### src/rtl/freq_divider_tick.sv
// Parametrised clock divider / timebase: square wave, one-cycle tick strobe and tick counter.
// Optional runtime-loadable divisor when FREQ_DIV_LOAD_EN is defined.
module freq_divider_tick #(
  parameter int CLK_FREQ_HZ = 100,
  parameter int OUT_FREQ_HZ = 1,
  parameter int CNT_W       = 16,
  parameter int TCNT_W      = 8
) (
  input  logic              i_clk,
  input  logic              i_rst,
  input  logic              i_en,
  input  logic              i_clear,
`ifdef FREQ_DIV_LOAD_EN
  input  logic              i_div_load,
  input  logic [CNT_W-1:0]  i_div_value,
`endif
  output logic              o_out,
  output logic              o_tick,
  output logic [TCNT_W-1:0] o_tick_count,
  output logic [CNT_W-1:0]  o_phase
);

  localparam int              DIV   = CLK_FREQ_HZ / OUT_FREQ_HZ;
  localparam logic [CNT_W-1:0] DIV_C = CNT_W'(DIV);

  generate
    if ((DIV < 2) || ((longint'(1) << CNT_W) <= longint'(DIV))) begin : g_cfg_check
      $error("freq_divider_tick: DIV must be >= 2 and fit in CNT_W bits");
    end
  endgenerate

  logic [CNT_W-1:0]  r_cnt;
  logic              r_out;
  logic              r_tick;
  logic [TCNT_W-1:0] r_tick_count;

  logic [CNT_W-1:0]  w_div;
  logic [CNT_W-1:0]  w_half;
  logic [CNT_W-1:0]  w_last;
  logic [CNT_W-1:0]  w_cnt_inc;

`ifdef FREQ_DIV_LOAD_EN
  logic [CNT_W-1:0]  r_div;

  // Divisors below 2 cannot produce both a low and a high phase.
  function automatic logic [CNT_W-1:0] clamp_div(input logic [CNT_W-1:0] v);
    if (v < CNT_W'(2)) begin
      return CNT_W'(2);
    end else begin
      return v;
    end
  endfunction

  assign w_div = r_div;
`else
  assign w_div = DIV_C;
`endif

  assign w_half    = w_div >> 1;
  assign w_last    = w_div - CNT_W'(1);
  assign w_cnt_inc = r_cnt + CNT_W'(1);

  // Phase counter, square wave, strobe and tick counter; priority rst > load > clear > en.
  always_ff @(posedge i_clk) begin
    if (i_rst) begin
      r_cnt        <= '0;
      r_out        <= 1'b0;
      r_tick       <= 1'b0;
      r_tick_count <= '0;
`ifdef FREQ_DIV_LOAD_EN
      r_div        <= DIV_C;
    end else if (i_div_load) begin
      r_div        <= clamp_div(i_div_value);
      r_cnt        <= '0;
      r_out        <= 1'b0;
      r_tick       <= 1'b0;
`endif
    end else if (i_clear) begin
      r_cnt        <= '0;
      r_out        <= 1'b0;
      r_tick       <= 1'b0;
    end else if (i_en) begin
      if (r_cnt == w_last) begin
        r_cnt        <= '0;
        r_out        <= 1'b0;
        r_tick       <= 1'b1;
        r_tick_count <= r_tick_count + TCNT_W'(1);
      end else begin
        r_cnt        <= w_cnt_inc;
        r_out        <= (w_cnt_inc >= w_half);
        r_tick       <= 1'b0;
      end
    end else begin
      r_tick       <= 1'b0;
    end
  end

  assign o_out        = r_out;
  assign o_tick       = r_tick;
  assign o_tick_count = r_tick_count;
  assign o_phase      = r_cnt;

endmodule
### config.mk
export PLATFORM = sky130hd
export DESIGN_NAME = freq_divider_tick
export DESIGN_NICKNAME = d
export VERILOG_FILES = /design/src/rtl/freq_divider_tick.sv
export SDC_FILE = /design/constraint.sdc
export NUM_CORES = 1
export LEC_CHECK = 0
export ABC_AREA = 1
export CORE_UTILIZATION = 54
export CTS_BUF_LIST = sky130_fd_sc_hd__clkbuf_4
export DETAILED_ROUTE_END_ITERATION = 7
export PLACE_DENSITY = 0.78
export SYNTH_ARGS = -nofsm -noshare
export SYNTH_HDL_FRONTEND = slang
export SYNTH_SLANG_ARGS = --single-unit
### constraint.sdc
create_clock -name i_clk -period 1.9 [get_ports i_clk]
set_input_delay 0.285 -clock i_clk [delete_from_list [all_inputs] [get_ports i_clk]]
set_output_delay 0.285 -clock i_clk [all_outputs]
set_load 0.03 [all_outputs]
==> results of run 1 <==
-- worst min path at each step --
stage,to,from
4_1_cts,o_phase[15],o_phase[15]
2_1_floorplan,o_phase[8],i_en
5_1_grt,o_out,o_out
6_report,o_phase[15],o_phase[15]
3_5_place_dp,o_phase[15],o_phase[15]
3_3_place_gp,o_out,o_out
-- flip-flops by register name (all words and copies together) (netlist names) --
signal	flops
o_tick	1
o_tick_count	8
o_out	1
o_phase	16
-- per-layer routing --
layer | share of wire [%] | global-route usage [%] | vias to the layer above
li1 | - | - | 910
met1 | 50 | 39.5 | 752
met2 | 41 | 37.3 | 60
met3 | 7.4 | 3.17 | 6
met4 | 1.4 | 11.1 | 0
met5 | 0 | 0 | -
-- per-stage QoR --
step | area (sq um) | utilization (%) | total power (uW) | hold slack (ps)
2_1_floorplan | 1630 | - | 594 | 445
3_3_place_gp | 1990 | 70.8 | 623 | 468
4_1_cts | 2040 | 72.7 | 1000 | 511
6_report | 2040 | 72.7 | 996 | 511
3_5_place_dp | 1990 | 70.8 | 623 | 491
5_1_grt | 2040 | 72.7 | 1030 | 539
-- cell type report --
| class | count | area [sq um] | area share, % |
|---|---|---|---|
| Clock buffer | 3 | 22.5 | 1.10 |
| Clock inverter | 1 | 30.0 | 1.47 |
| Sequential cell | 26 | 520 | 25.5 |
| Multi-Input combinational cell | 196 | 982 | 48.2 |
| Timing Repair Buffer | 34 | 340 | 16.7 |
| Inverter | 28 | 105 | 5.15 |
| Tap cell | 31 | 38.8 | 1.90 |
-- cells by family (layout without fill, tap and decap cells) --
kind of cell	after synthesis	after routing	synth area share, %
and+or+nand+nor	157	157	45.1
buffers and inverters	34	66	7.97
AOI/OAI and AO/OA	31	31	10.1
DFF	26	26	31.9
xor gates and xnor gates	5	5	2.68
adders and majority gates	3	3	2.30
-- cell usage in the layout (no fill, tap or decap), drive strengths merged, types with 3 or more instances in the layout --
cell type      count
nand4             15
nand3             30
o21ai              5
nor2              27
dfxtp             26
nand2             82
ha                 3
clkdlybuf4s50     29
buf                5
xnor2              3
inv               27
clkbuf             3
a21oi             22
-- report_power, final --
group / leakage (uW) / total (uW) / switching, uW / internal (uW)
Sequential: 0.000209 / 548 / 1.64 / 547
Clock: 0.0000279 / 385 / 172 / 213
Combinational: 0.000515 / 62.6 / 38.4 / 24.2
==> results.yml, run 1 <==
yosys:
  ys.flop_type: "dfxtp_1"
  synth_most_common_cell: "nand2_1"
  synthCells: 256
  synth-seq-cells: 26
  synth_area_leaders: "dfxtp_1, nand2_1, nand3_1, a21oi_1, inv_1"
  syn_nets: 263
  postSynth.asyncResetShare_pct: 0
  avgSynthCellArea_sq_um: 6.38
  synth_commonest_cells: "nand2_1, nand3_1, dfxtp_1, inv_1, nor2_1"
  ys_types: 27
  yosysTopAreaCellShare_pct: 31.9
  yosysSeqAreaShare_pct: 31.9
  synth-warning-count: 0
  syn_area_sq_um: 1630
  synth_top_cell_by_area: "dfxtp_1"
  synth_edf_count: 0
placed_design:
  gp_congestion: 0.876
  dp_hpwl_mm: 3.00
  post-place-ws_ps: 198
  dp_cells: 315
  place.port_buffers: 29
worst_setup_path:
  cp_slowest_stage_delay_ps: 730
  r2r_slack_ps: 200
  crit_cells: 1
  critPathLaunchType: "flop"
  path_cells: "clkdlybuf4s50_1"
  path_max_fanout: 9
  critPathBufInv: 1
  rr_startpoint: "o_phase[0]"
  crit_type: "flop to primary output"
  endpoint: "o_phase[5]"
  worst-r2r-cell-count: 10
  cp_top_family: "buffers and inverters"
  crit_path_start: "o_phase[5]"
  crit_slowest_cell: "clkdlybuf4s50_1"
  crit_arrival_ps: 1560
  crit_required_ps: 1620
  r2r-end: "o_out"
  end_kind: "primary output"
sta:
  finalSetupViolCount: 0
  rsz0062_at_grt: "false"
  slew_violations: 0
  finalClockSkew_ps: 1.95
  timing.setup.tns_ps: 0
  fmax_mhz: 542
  post-route-min-period_ps: 1840
  fin_crit_sh_pct: 97.1
  slew_headroom_pct: 76.0
  finalHoldViolCount: 0
  fin_ws_ps: 55.7
  worst_pin_slew_ps: 357
global_routing:
  overflow: 0
  grt.total_usage_pct: 26.1
  antenna_found_initial: 0
  grt_pass1_wl_mm: 6.61
  grt_pass1_vias: 1446
  grt_start_max_net_pins: 17
clock_tree:
  root_buffer: "clkbuf_4"
  cts_max_level: 1
  hold_buffers: 0
  post_cts_buffers: 0
  cts.sinks: 26
  cts_resized: 0
  cts_tree: "built"
  clk_latency_ps: 320
  clkTransAtPathRegs_ps: 150
  cts_inserted_buffers: 3
  clockBufferDepth: 2
drt:
  first_pass_iters: 6
  via_per_inst: 5.42
  drc_errors: 10
  ant_nets: 0
  num_vias: 1728
  route.final.wire_length_mm: 3.95
  wire_per_inst_microns: 12.4
  drt_iter0_markers: 127
pwr:
  vdd_ir_drop_max_mv: 0.358
  p_leak_uw: 0.000752
  powerDensity_nw_per_um2: 488
floorplan:
  start_util_pct: 58.2
  coreArea_sq_um: 2810
  die_area_sq_um: 3250
  io_pins: 30
  die_w_microns: 57.0
  rows: 19
  fp.dieH_microns: 57.0
final_layout:
  stdcell_count: 319
  n_antenna_cell: 0
  fin_nets: 296
  drive_gt1_share_pct: 6.60
  synthToLayoutAreaGrowth_pct: 24.9
  n_fill_cell: 249
run:
  max_cap_violations: 0
min_path:
  whs_path_depth: 2
  hp-class: "flop to flop"
run_status:
  outcome: "complete, but fails checks"
  violations: "DRC"
Note: power is estimated with default switching activity, not from simulation.
==> run 2: changes to the inputs <==
Clock period 1.9 ns to 1.75 ns, I/O delays scaled along.
==> results.yml, run 2 (synthesized netlist as in run 1, its figures left out) <==
run_status:
  violations: "DRC"
  outcome: "complete, but fails checks"
worst_setup_path:
  critPathBufInv: 1
  r2r_slack_ps: 160
  path_cells: "clkdlybuf4s50_1"
  crit_slowest_cell: "clkdlybuf4s50_1"
  worst-r2r-cell-count: 10
  endpoint: "o_phase[15]"
  cp_top_family: "buffers and inverters"
  critPathLaunchType: "flop"
  rr_startpoint: "o_phase[0]"
  crit_arrival_ps: 1420
  crit_type: "flop to primary output"
  r2r-end: "o_out"
  end_kind: "primary output"
  crit_cells: 1
  cp_slowest_stage_delay_ps: 690
  path_max_fanout: 4
  crit_path_start: "o_phase[15]"
  crit_required_ps: 1490
sta:
  post-route-min-period_ps: 1690
  finalClockSkew_ps: 3.93
  fmax_mhz: 593
  slew_headroom_pct: 63.5
  worst_pin_slew_ps: 548
  slew_violations: 0
  finalHoldViolCount: 0
  fin_crit_sh_pct: 96.4
  finalSetupViolCount: 0
placed_design:
  place.port_buffers: 29
  placed_area_sq_um: 1990
  gp_congestion: 0.971
  dp_cells: 317
  dp_hpwl_mm: 3.03
clock_tree:
  clk_latency_ps: 320
  root_buffer: "clkbuf_4"
  clkTransAtPathRegs_ps: 140
  cts.sinks: 26
  cts_tree: "built"
  clockBufferDepth: 2
  cts_max_level: 1
  cts_inserted_buffers: 3
pwr:
  clockPowerShare_pct: 28.4
  vdd_ir_drop_max_mv: 0.323
  powerDensity_nw_per_um2: 455
  power_frac_comb_pct: 7.2
  p_switching_uw: 223
  p_leak_uw: 0.000930
  power.internal_uw: 701
  fin_total_pwr_uw: 924
  switching_share_pct: 24.1
  seqPwrFrac_pct: 64.4
drt:
  wl_met2_mm: 1.88
  met1Wirelength_mm: 1.97
  wire_per_inst_microns: 13.0
  wl_met3_microns: 254
  ant_nets: 0
  first_pass_iters: 6
  num_vias: 1759
  drt_iter0_markers: 123
  route.final.wire_length_mm: 4.17
  drc_errors: 4
  via_per_inst: 5.48
  top_layer: "met4"
floorplan:
  rows: 19
  coreArea_sq_um: 2810
  fp.dieH_microns: 57.0
  start_util_pct: 58.2
  die_area_sq_um: 3250
  die_w_microns: 57.0
  io_pins: 30
final_layout:
  stdcell_count: 321
  postLayoutCellArea_sq_um: 2030
  n_antenna_cell: 0
  regArea_sq_um: 529
  fin_nets: 298
  layout_commonest_cell: "nand2_1"
  layout_common_cells: "nand2_1, nand3_1, inv_1, nor2_1, a21oi_1"
  multi_input_area_sq_um: 987
  largest_reg_flops: 16
  drive_gt1_share_pct: 10.0
  n_fill_cell: 266
  synthToLayoutAreaGrowth_pct: 24.5
global_routing:
  grt_pass1_wl_mm: 6.88
  grt_pass1_vias: 1521
  grt_start_max_net_pins: 17
  antenna_found_initial: 0
  grt.total_usage_pct: 26.9
  overflow: 0
run:
  max_cap_violations: 0
min_path:
  hp-class: "flop to flop"
-- run 2: cell types whose count changed in the layout (fill, tap and decap cells not counted), moves of 3 or more --
| cell | before | now |
|---|---|---|
| dfxtp_2 | 0 | 7 |
| dlymetal6s2s_1 | 0 | 7 |
| dfxtp_1 | 26 | 19 |
| dlygate4sd2_1 | 0 | 11 |
| clkdlybuf4s50_1 | 29 | 11 |
| buf_4 | 4 | 7 |
-- run 2: power groups by stage --
stage | logic [uW] | clock network (uW) | registers, uW
final | 66.4 | 262 | 595
after global routing | 73.3 | 303 | 596
after CTS | 65.9 | 273 | 596
after detailed placement | 65.8 | 0 | 608
after global placement | 65.3 | 0 | 608
after floorplan | 33.2 | 0 | 612
-- run 2: worst min-delay path by stage --
stage	slack, ps	cells past startpoint	end	startpoint
after global routing	510	2	o_out	o_out
final	500	2	o_out	o_out
after global placement	470	2	o_out	o_out
after floorplan	420	2	o_phase[8]	i_en
after CTS	490	2	o_out	o_out
after detailed placement	470	2	o_out	o_out
-- run 2: what timing repair did --
action                                  4_1_cts  5_1_grt
resized for setup                            11       14
endpoints found under the setup margin       11        9
buffers inserted                              0        0
pin swaps                                     0        1
hold buffers                                  0        0
-- run 2: layout make-up --
class | count | share of cell area [%]
clock buffer | 3 | 1.11
clock inverter | 1 | 0.185
inverter | 28 | 5.17
multi-input combinational | 196 | 48.6
sequential | 26 | 26.0
tap | 31 | 1.91
timing repair buffer | 36 | 17.0
-- run 2: metal layers --
metal	vias up	GRT usage [%]
met5	-	0
met4	0	10.1
met3	8	2.95
met2	56	41.3
met1	787	39.0
li1	908	-
-- run 2: worst min-delay path: stages (launching register included) --
cell	delay, ps
dfxtp_1	340
nand2_1	80
a21oi_2	50
-- run 2: per-stage QoR --
step / worst slack (ps) / hold slack (ps) / util, % / setup TNS (ps)
global route: -0.324 / 507 / 72.5 / -0.324
floorplan: 64.9 / 423 / - / 0
detailed placement: 96.2 / 473 / 71.0 / 0
finish: 63.7 / 496 / 72.5 / 0
global placement: 111 / 473 / 71.0 / 0
CTS: 0.597 / 493 / 71.5 / 0
==> run 3: changes to the inputs <==
Clock period 1.75 ns to 1.7 ns, I/O delays scaled along.
==> results.yml, run 3 (synthesized netlist as in run 1, its figures left out) <==
run_status:
  outcome: "complete, but fails checks"
  violations: "DRC"
sta:
  whs_ps: 496
  fmax_mhz: 606
  rsz0062_at_grt: "true"
  slew_headroom_pct: 78.3
  slew_violations: 0
  finalHoldViolCount: 0
  finalSetupViolCount: 0
  fin_ws_ps: 50.9
  fin_crit_sh_pct: 97.0
  worst_pin_slew_ps: 323
  finalClockSkew_ps: 7.20
  post-route-min-period_ps: 1650
global_routing:
  grt_start_max_net_pins: 15
  grt_pass1_wl_mm: 6.88
  overflow: 0
  grt.total_usage_pct: 27.1
  grt_pass1_vias: 1490
  antenna_found_initial: 0
clock_tree:
  cts.sinks: 26
  cts_max_level: 1
  cts_tree: "built"
  root_buffer: "clkbuf_4"
  clockBufferDepth: 2
  clkTransAtPathRegs_ps: 160
  clk_latency_ps: 340
  cts_inserted_buffers: 3
worst_setup_path:
  crit_arrival_ps: 1390
  r2r_slack_ps: 110
  crit_required_ps: 1440
  critPathLaunchType: "flop"
  crit_type: "flop to primary output"
  end_kind: "primary output"
  critPathBufInv: 1
  crit_slowest_cell: "clkdlybuf4s50_1"
  cp_top_family: "buffers and inverters"
  path_cells: "clkdlybuf4s50_1"
  cp_slowest_stage_delay_ps: 680
  path_max_fanout: 3
pwr:
  p_leak_uw: 0.000945
  vdd_ir_drop_max_mv: 0.307
  clockPowerShare_pct: 29.8
  powerDensity_nw_per_um2: 474
  switching_share_pct: 25.6
  fin_total_pwr_uw: 974
  p_switching_uw: 250
  seqPwrFrac_pct: 62.9
  power.internal_uw: 724
  power_frac_comb_pct: 7.3
drt:
  ant_nets: 0
  first_pass_iters: 7
  via_per_inst: 5.50
  drc_errors: 4
  num_vias: 1799
  route.final.wire_length_mm: 4.23
  wire_per_inst_microns: 12.9
  drt_iter0_markers: 162
final_layout:
  largest_reg_flops: 16
  layout_common_cells: "nand2_1, nand3_1, inv_1, nor2_1, dfxtp_1"
  n_antenna_cell: 0
  fin_nets: 304
  postLayoutCellArea_sq_um: 2050
  final_util_pct: 73.2
  layout_commonest_cell: "nand2_1"
  synthToLayoutAreaGrowth_pct: 25.8
  drive_gt1_share_pct: 10.5
floorplan:
  rows: 19
  coreArea_sq_um: 2810
  start_util_pct: 58.2
  fp.dieH_microns: 57.0
  die_w_microns: 57.0
  io_pins: 30
  die_area_sq_um: 3250
run:
  max_cap_violations: 0
placed_design:
  dp_hpwl_mm: 3.26
  post-place-ws_ps: 122
  placed_area_sq_um: 2030
  gp_congestion: 0.906
  place.port_buffers: 29
min_path:
  hp-class: "flop to flop"
==> run 3: stage by stage <==
step / instances / TNS [ps]
2_1_floorplan: 256 / 0
3_5_place_dp: 322 / 0
4_1_cts: 326 / 0
5_1_grt: 327 / -37.0
6_report: 327 / 0
3_3_place_gp: 322 / 0
==> run 3: worst paths after layout <==
| kind | start | end | cells past startpoint |
|---|---|---|---|
| worst max-delay path | o_tick_count[0] | o_tick_count[0] | 1 |
| worst min-delay path | o_out | o_out | 2 |
| worst max register to register | o_phase[0] | o_tick_count[0] | 6 |
| worst min register to register | o_out | o_out | 2 |
==> run 3: per-layer routing <==
layer	global-route usage [%]	part of all wire [%]
met2	43.2	44
met5	0	0
met1	38.5	46
met4	10.1	2.5
met3	2.27	7.4
==> run 3: power by group through the flow <==
stage | registers [uW] | clock network [uW] | logic (uW)
floorplan | 630 | 0 | 34.2
global placement | 625 | 0 | 71.2
detailed placement | 625 | 0 | 72.7
CTS | 612 | 286 | 71.7
global route | 613 | 308 | 77.7
finish | 612 | 290 | 71.5
==> run 3: cell type report <==
class | instances | area, sq um
multi-input cells | 196 | 985
inverters | 28 | 105
clock buffers | 3 | 22.5
flip-flops and latches | 26 | 526
repair buffers | 42 | 374
well taps | 31 | 38.8
clock inverters | 1 | 3.75
fillers | 273 | 751
==> run 3: repair_timing <==
item	CTS	global route
setup buffers	0	1
setup endpoints to repair	19	5
resized for setup	19	7
hold buffers	0	0
pin swaps	0	1
